$ cat config.mk
export PLATFORM = sky130hd
export DESIGN_NAME = pc_sequencer
export DESIGN_NICKNAME = d
export VERILOG_FILES = /design/src/rtl/pc_sequencer.sv
export SDC_FILE = /design/constraint.sdc
export NUM_CORES = 1
export LEC_CHECK = 0
export CAP_MARGIN = 5
export CELL_PAD_IN_SITES_DETAIL_PLACEMENT = 1
export CELL_PAD_IN_SITES_GLOBAL_PLACEMENT = 2
export CORE_ASPECT_RATIO = 1.75
export CORE_MARGIN = 2
export CORE_UTILIZATION = 19
export CTS_CLUSTER_SIZE = 25
export DETAILED_ROUTE_END_ITERATION = 6
export PLACE_DENSITY_LB_ADDON = 0.12
export SLEW_MARGIN = 0
export SYNTH_ARGS = -nofsm -noshare
export SYNTH_HDL_FRONTEND = slang
export SYNTH_SLANG_ARGS = --single-unit
$ cat constraint.sdc
create_clock -name CLK -period 3.4 [get_ports CLK]
set_input_delay 0.68 -clock CLK [delete_from_list [all_inputs] [get_ports CLK]]
set_output_delay 0.68 -clock CLK [all_outputs]
set_load 0.005 [all_outputs]
$ cat src/rtl/pc_sequencer.sv
// Timing/control sequencer for a basic accumulator machine: sequence counter,
// run flag and PC strobes. Define INTERRUPT_EN to compile in interrupt support.
module pc_sequencer (
  input  logic        CLK,
  input  logic        RST,
  input  logic        START,
  input  logic [15:0] IR,
  input  logic        DR_ZERO,
  input  logic        AC_SIGN,
  input  logic        AC_ZERO,
  input  logic        E,
  input  logic        FGI,
  input  logic        FGO,
  output logic [3:0]  SC,
  output logic        PC_CLR,
  output logic        PC_INC,
  output logic        PC_LD,
  output logic        RUN,
  output logic        IEN,
  output logic        R
);

  typedef enum logic {
    ST_IDLE,
    ST_RUN
  } state_e;

  state_e     state_q, state_d;
  logic [3:0] sc_q, sc_d;
  logic       ien_q, r_q;
  logic       pc_clr, pc_inc, pc_ld;
  logic       end_step, halt, skip;
  logic [2:0] dec;
  logic       ind;

`ifdef INTERRUPT_EN
  logic ien_d, r_d;
`endif

  assign dec  = IR[14:12];
  assign ind  = IR[15];
  assign skip = (IR[4] & ~AC_SIGN) | (IR[3] & AC_SIGN) | (IR[2] & AC_ZERO) | (IR[1] & ~E);

  always_comb begin
    state_d  = state_q;
    sc_d     = sc_q;
    pc_clr   = 1'b0;
    pc_inc   = 1'b0;
    pc_ld    = 1'b0;
    end_step = 1'b0;
    halt     = 1'b0;
`ifdef INTERRUPT_EN
    ien_d    = ien_q;
    r_d      = r_q;
`endif
    unique case (state_q)
      ST_IDLE: begin
        sc_d = '0;
        if (START) state_d = ST_RUN;
      end
      ST_RUN: begin
        // R only selects fetch vs interrupt cycle in T0-T2; execute steps ignore it
        if (sc_q <= 4'd2) begin
          if (r_q) begin
            if (sc_q == 4'd1) pc_clr = 1'b1;
            if (sc_q == 4'd2) begin
              pc_inc   = 1'b1;
              end_step = 1'b1;
`ifdef INTERRUPT_EN
              ien_d    = 1'b0;
              r_d      = 1'b0;
`endif
            end
          end else if (sc_q == 4'd1) begin
            pc_inc = 1'b1;
          end
        end else begin
          unique case (dec)
            3'd0, 3'd1, 3'd2: end_step = (sc_q == 4'd5);
            3'd3:             end_step = (sc_q == 4'd4);
            3'd4: begin
              end_step = (sc_q == 4'd4);
              pc_ld    = (sc_q == 4'd4);
            end
            3'd5: begin
              end_step = (sc_q == 4'd5);
              pc_ld    = (sc_q == 4'd5);
            end
            3'd6: begin
              end_step = (sc_q == 4'd6);
              pc_inc   = (sc_q == 4'd6) & DR_ZERO;
            end
            3'd7: begin
              end_step = (sc_q == 4'd3);
              if (sc_q == 4'd3) begin
                if (!ind) begin
                  pc_inc = skip;
                  halt   = IR[0];
                end
`ifdef INTERRUPT_EN
                else begin
                  if (IR[7]) ien_d = 1'b1;
                  if (IR[6]) ien_d = 1'b0;
                end
`endif
              end
            end
            default: end_step = 1'b1;
          endcase
`ifdef INTERRUPT_EN
          if (ien_q && (FGI || FGO)) r_d = 1'b1;
`endif
        end
        // An IR change mid-instruction must never let SC run past T15
        if (sc_q == 4'hF) end_step = 1'b1;
        sc_d = end_step ? '0 : sc_q + 4'd1;
        if (halt) state_d = ST_IDLE;
      end
      default: begin
        state_d = ST_IDLE;
        sc_d    = '0;
      end
    endcase
  end

  always_ff @(posedge CLK) begin
    if (RST) begin
      state_q <= ST_IDLE;
      sc_q    <= '0;
    end else begin
      state_q <= state_d;
      sc_q    <= sc_d;
    end
  end

`ifdef INTERRUPT_EN
  always_ff @(posedge CLK) begin
    if (RST) begin
      ien_q <= 1'b0;
      r_q   <= 1'b0;
    end else begin
      ien_q <= ien_d;
      r_q   <= r_d;
    end
  end
`else
  assign ien_q = 1'b0;
  assign r_q   = 1'b0;
`endif

  logic unused_ok;
  assign unused_ok = ^{IR[11:8], IR[7:5], FGI, FGO, ien_q};

  // Reset forces the visible state immediately, not just after the edge
  assign SC     = RST ? '0 : sc_q;
  assign RUN    = ~RST & (state_q == ST_RUN);
  assign PC_CLR = RST | pc_clr;
  assign PC_INC = ~RST & pc_inc;
  assign PC_LD  = ~RST & pc_ld;
  assign IEN    = ~RST & ien_q;
  assign R      = ~RST & r_q;

endmodule

==> metrics <==
status complete, no violations; Worst Setup Path Type input port to primary output; startpoint types input port; top_reg_cell synth dfxtp_1; postcts setup bufs 0; Avg Vias per Cell 4.667; die area 3219 um2; I/O pin total 35; grt ovf 0; endpoint type of the worst setup path primary output; worst reg2reg setup slack 1.85 ns; worst hold stages 1; hold_buf cts 0; Starting Density 0.1976; Max Slew Vio Count 0; share of layout cells above drive strength 1 0.1778; total leakage power 0.3145 nW; worst-path fanout max 5; RSZ-0062 raised after global routing no; fin crit share 0.9228; Syn Std Cell Area 525.5 um2; crit path cell chain clkdlybuf4s50_1 > nand2_1 > nor4_2 > nand2_1 > a31oi_1 > clkdlybuf4s50_1; Core Rows 25; Max clock buf depth 2; Port Buffers 23; Synth top cells by count nor2_1 (6), dfxtp_1 (5), inv_1 (5), nand2_1 (5), ha_1 (4); area taken by multi-input logic gates 366.6 um2; PwrDens 269.4 nW/um2; CP arrival 2.46 ns; via count 546; MaxCap Viol Count 0; skew final 0.0002173 ns; CTS tree yes; Root Driver clkbuf_8; die extent in x 43.76 um; post-synth top area share 0.1905; clk slew on worst S/H paths 0.04 ns; Fillers 324; Post-synth EDFFs 0; Post-DRT Antenna Nets 0; syn avg cell area 8.085 um2; Yosys warning total 0; Hold Path Class flop to flop; Worst path max stage delay 0.53 ns; antenna violations before repair 0; final hold violation count 0; Final min period 3.138 ns; pin count of the biggest net entering global routing 8; sequential-to-total area share from yosys stat 0.1905; Final HPWL DP 1.349 mm; n_diodes 0; htree depth 1; Synth area leader dfxtp_1; 1st-iter DRT viols 3; chip height 73.57 um; Unique masters post-synth 34; total track usage 0.1083; GPL Wtd Cong 0.6996; total wire length 1.597 mm; synth top area cells dfxtp_1 (19%), ha_1 (9.5%), nor4_2 (4.8%), buf_4 (4.3%), nor2_1 (4.3%); Syn-to-layout area delta 55.00%; Setup-failing EPs final 0; DRC Markers 0; core area 2659 um2; Nets 120; register area 100.1 um2; later-pin clock latency in the skew report 0.22 ns; setup_tns 0 ns; post_cts resized 0; post-synthesis async set-or-reset flop share 0; #FFs+latches synth 5; cts bufs inserted 3; Peak VDD IR 0.1585 mV; first-pass iteration count of the detailed router 3; Critical Path RT 2.72 ns; Tot Pwr 0.2194 mW; first-pass GRT wire length 2.559 mm; Wirelength per Cell 13.65 um; FMAX 318.7 MHz; most numerous cell in the Yosys netlist nor2_1; vias in the first global route 625; Slowest cell on crit path clkdlybuf4s50_1; CTS sink cnt 5; R2R depth 6; synthesized instance count 65
-- metrics by stage --
step                      hold slack, ns    util  cell area, um2  std cells  setup slack (ns)
after floorplan                   0.4473       -           529.3         66             1.343
after detailed placement          0.4832  0.2894           769.5        113            0.2385
final                             0.4856  0.3064           814.5        117            0.2624
after CTS                         0.4916  0.3064           814.5        117            0.2308
after global routing              0.5205  0.3064           814.5        117           0.04036
after global placement            0.4682  0.2894           769.5        113            0.2378
-- metal layers --
| layer | GRT usage | share of wire | vias to the layer above |
|---|---|---|---|
| met5 | 0 | 0 | - |
| met4 | 0.04040 | 0.0088 | 0 |
| met3 | 0.03194 | 0.060 | 3 |
| met2 | 0.2124 | 0.58 | 16 |
| met1 | 0.09865 | 0.35 | 256 |
| li1 | - | - | 271 |
-- worst max-delay path: cells and delay by family --
kind / cells / cell delay (ns)
buffers and inverters: 2 / 1.05
AND/OR/NAND/NOR: 3 / 0.56
AO/OA/AOI/OAI: 1 / 0.17
-- cells in the final DEF (no fill, tap or decap), types with 3 or more instances in the layout --
cell             netlist  layout
dfxtp_1                5       5
nor2_1                 6       6
ha_1                   4       4
nand3_1                3       3
clkdlybuf4s50_1        0      23
clkbuf_8               0       3
inv_1                  5       5
o21ai_0                3       3
nand2_1                5       5
-- flip-flops by register name, summed over array words and instances, names as in the netlist --
name / count
sc_q: 4
state_q: 1
-- kinds of logic after synthesis --
group           share of synthesized area
mux                               0.05952
flops                              0.1905
xor+xnor                          0.01667
fa+ha+maj                         0.09524
buf+inv                            0.1190
other cells                      0.007136
compound gates                     0.2214
simple gates                       0.2905
-- report_power, final --
group,internal [mW],switching (mW)
registers,0.0608,0.00162
clock network,0.0807,0.0314
logic,0.0279,0.0170
total,0.169,0.0500
-- path summary, 6_finish.rpt --
check                           startpoint  endpoint
worst max-delay path                IR[13]    PC_INC
worst min-delay path               state_q   state_q
worst max register to register     sc_q[0]   sc_q[3]
worst min register to register     state_q   state_q
-- final cells by class --
class / instances / share of cell area
Multi-Input combinational cell: 50 / 0.4501
Inverter: 6 / 0.02919
Sequential cell: 5 / 0.1229
Clock buffer: 4 / 0.05530
Timing Repair Buffer: 25 / 0.3011
Tap cell: 27 / 0.04147
No activity file was read; power rests on OpenSTA's default activity.
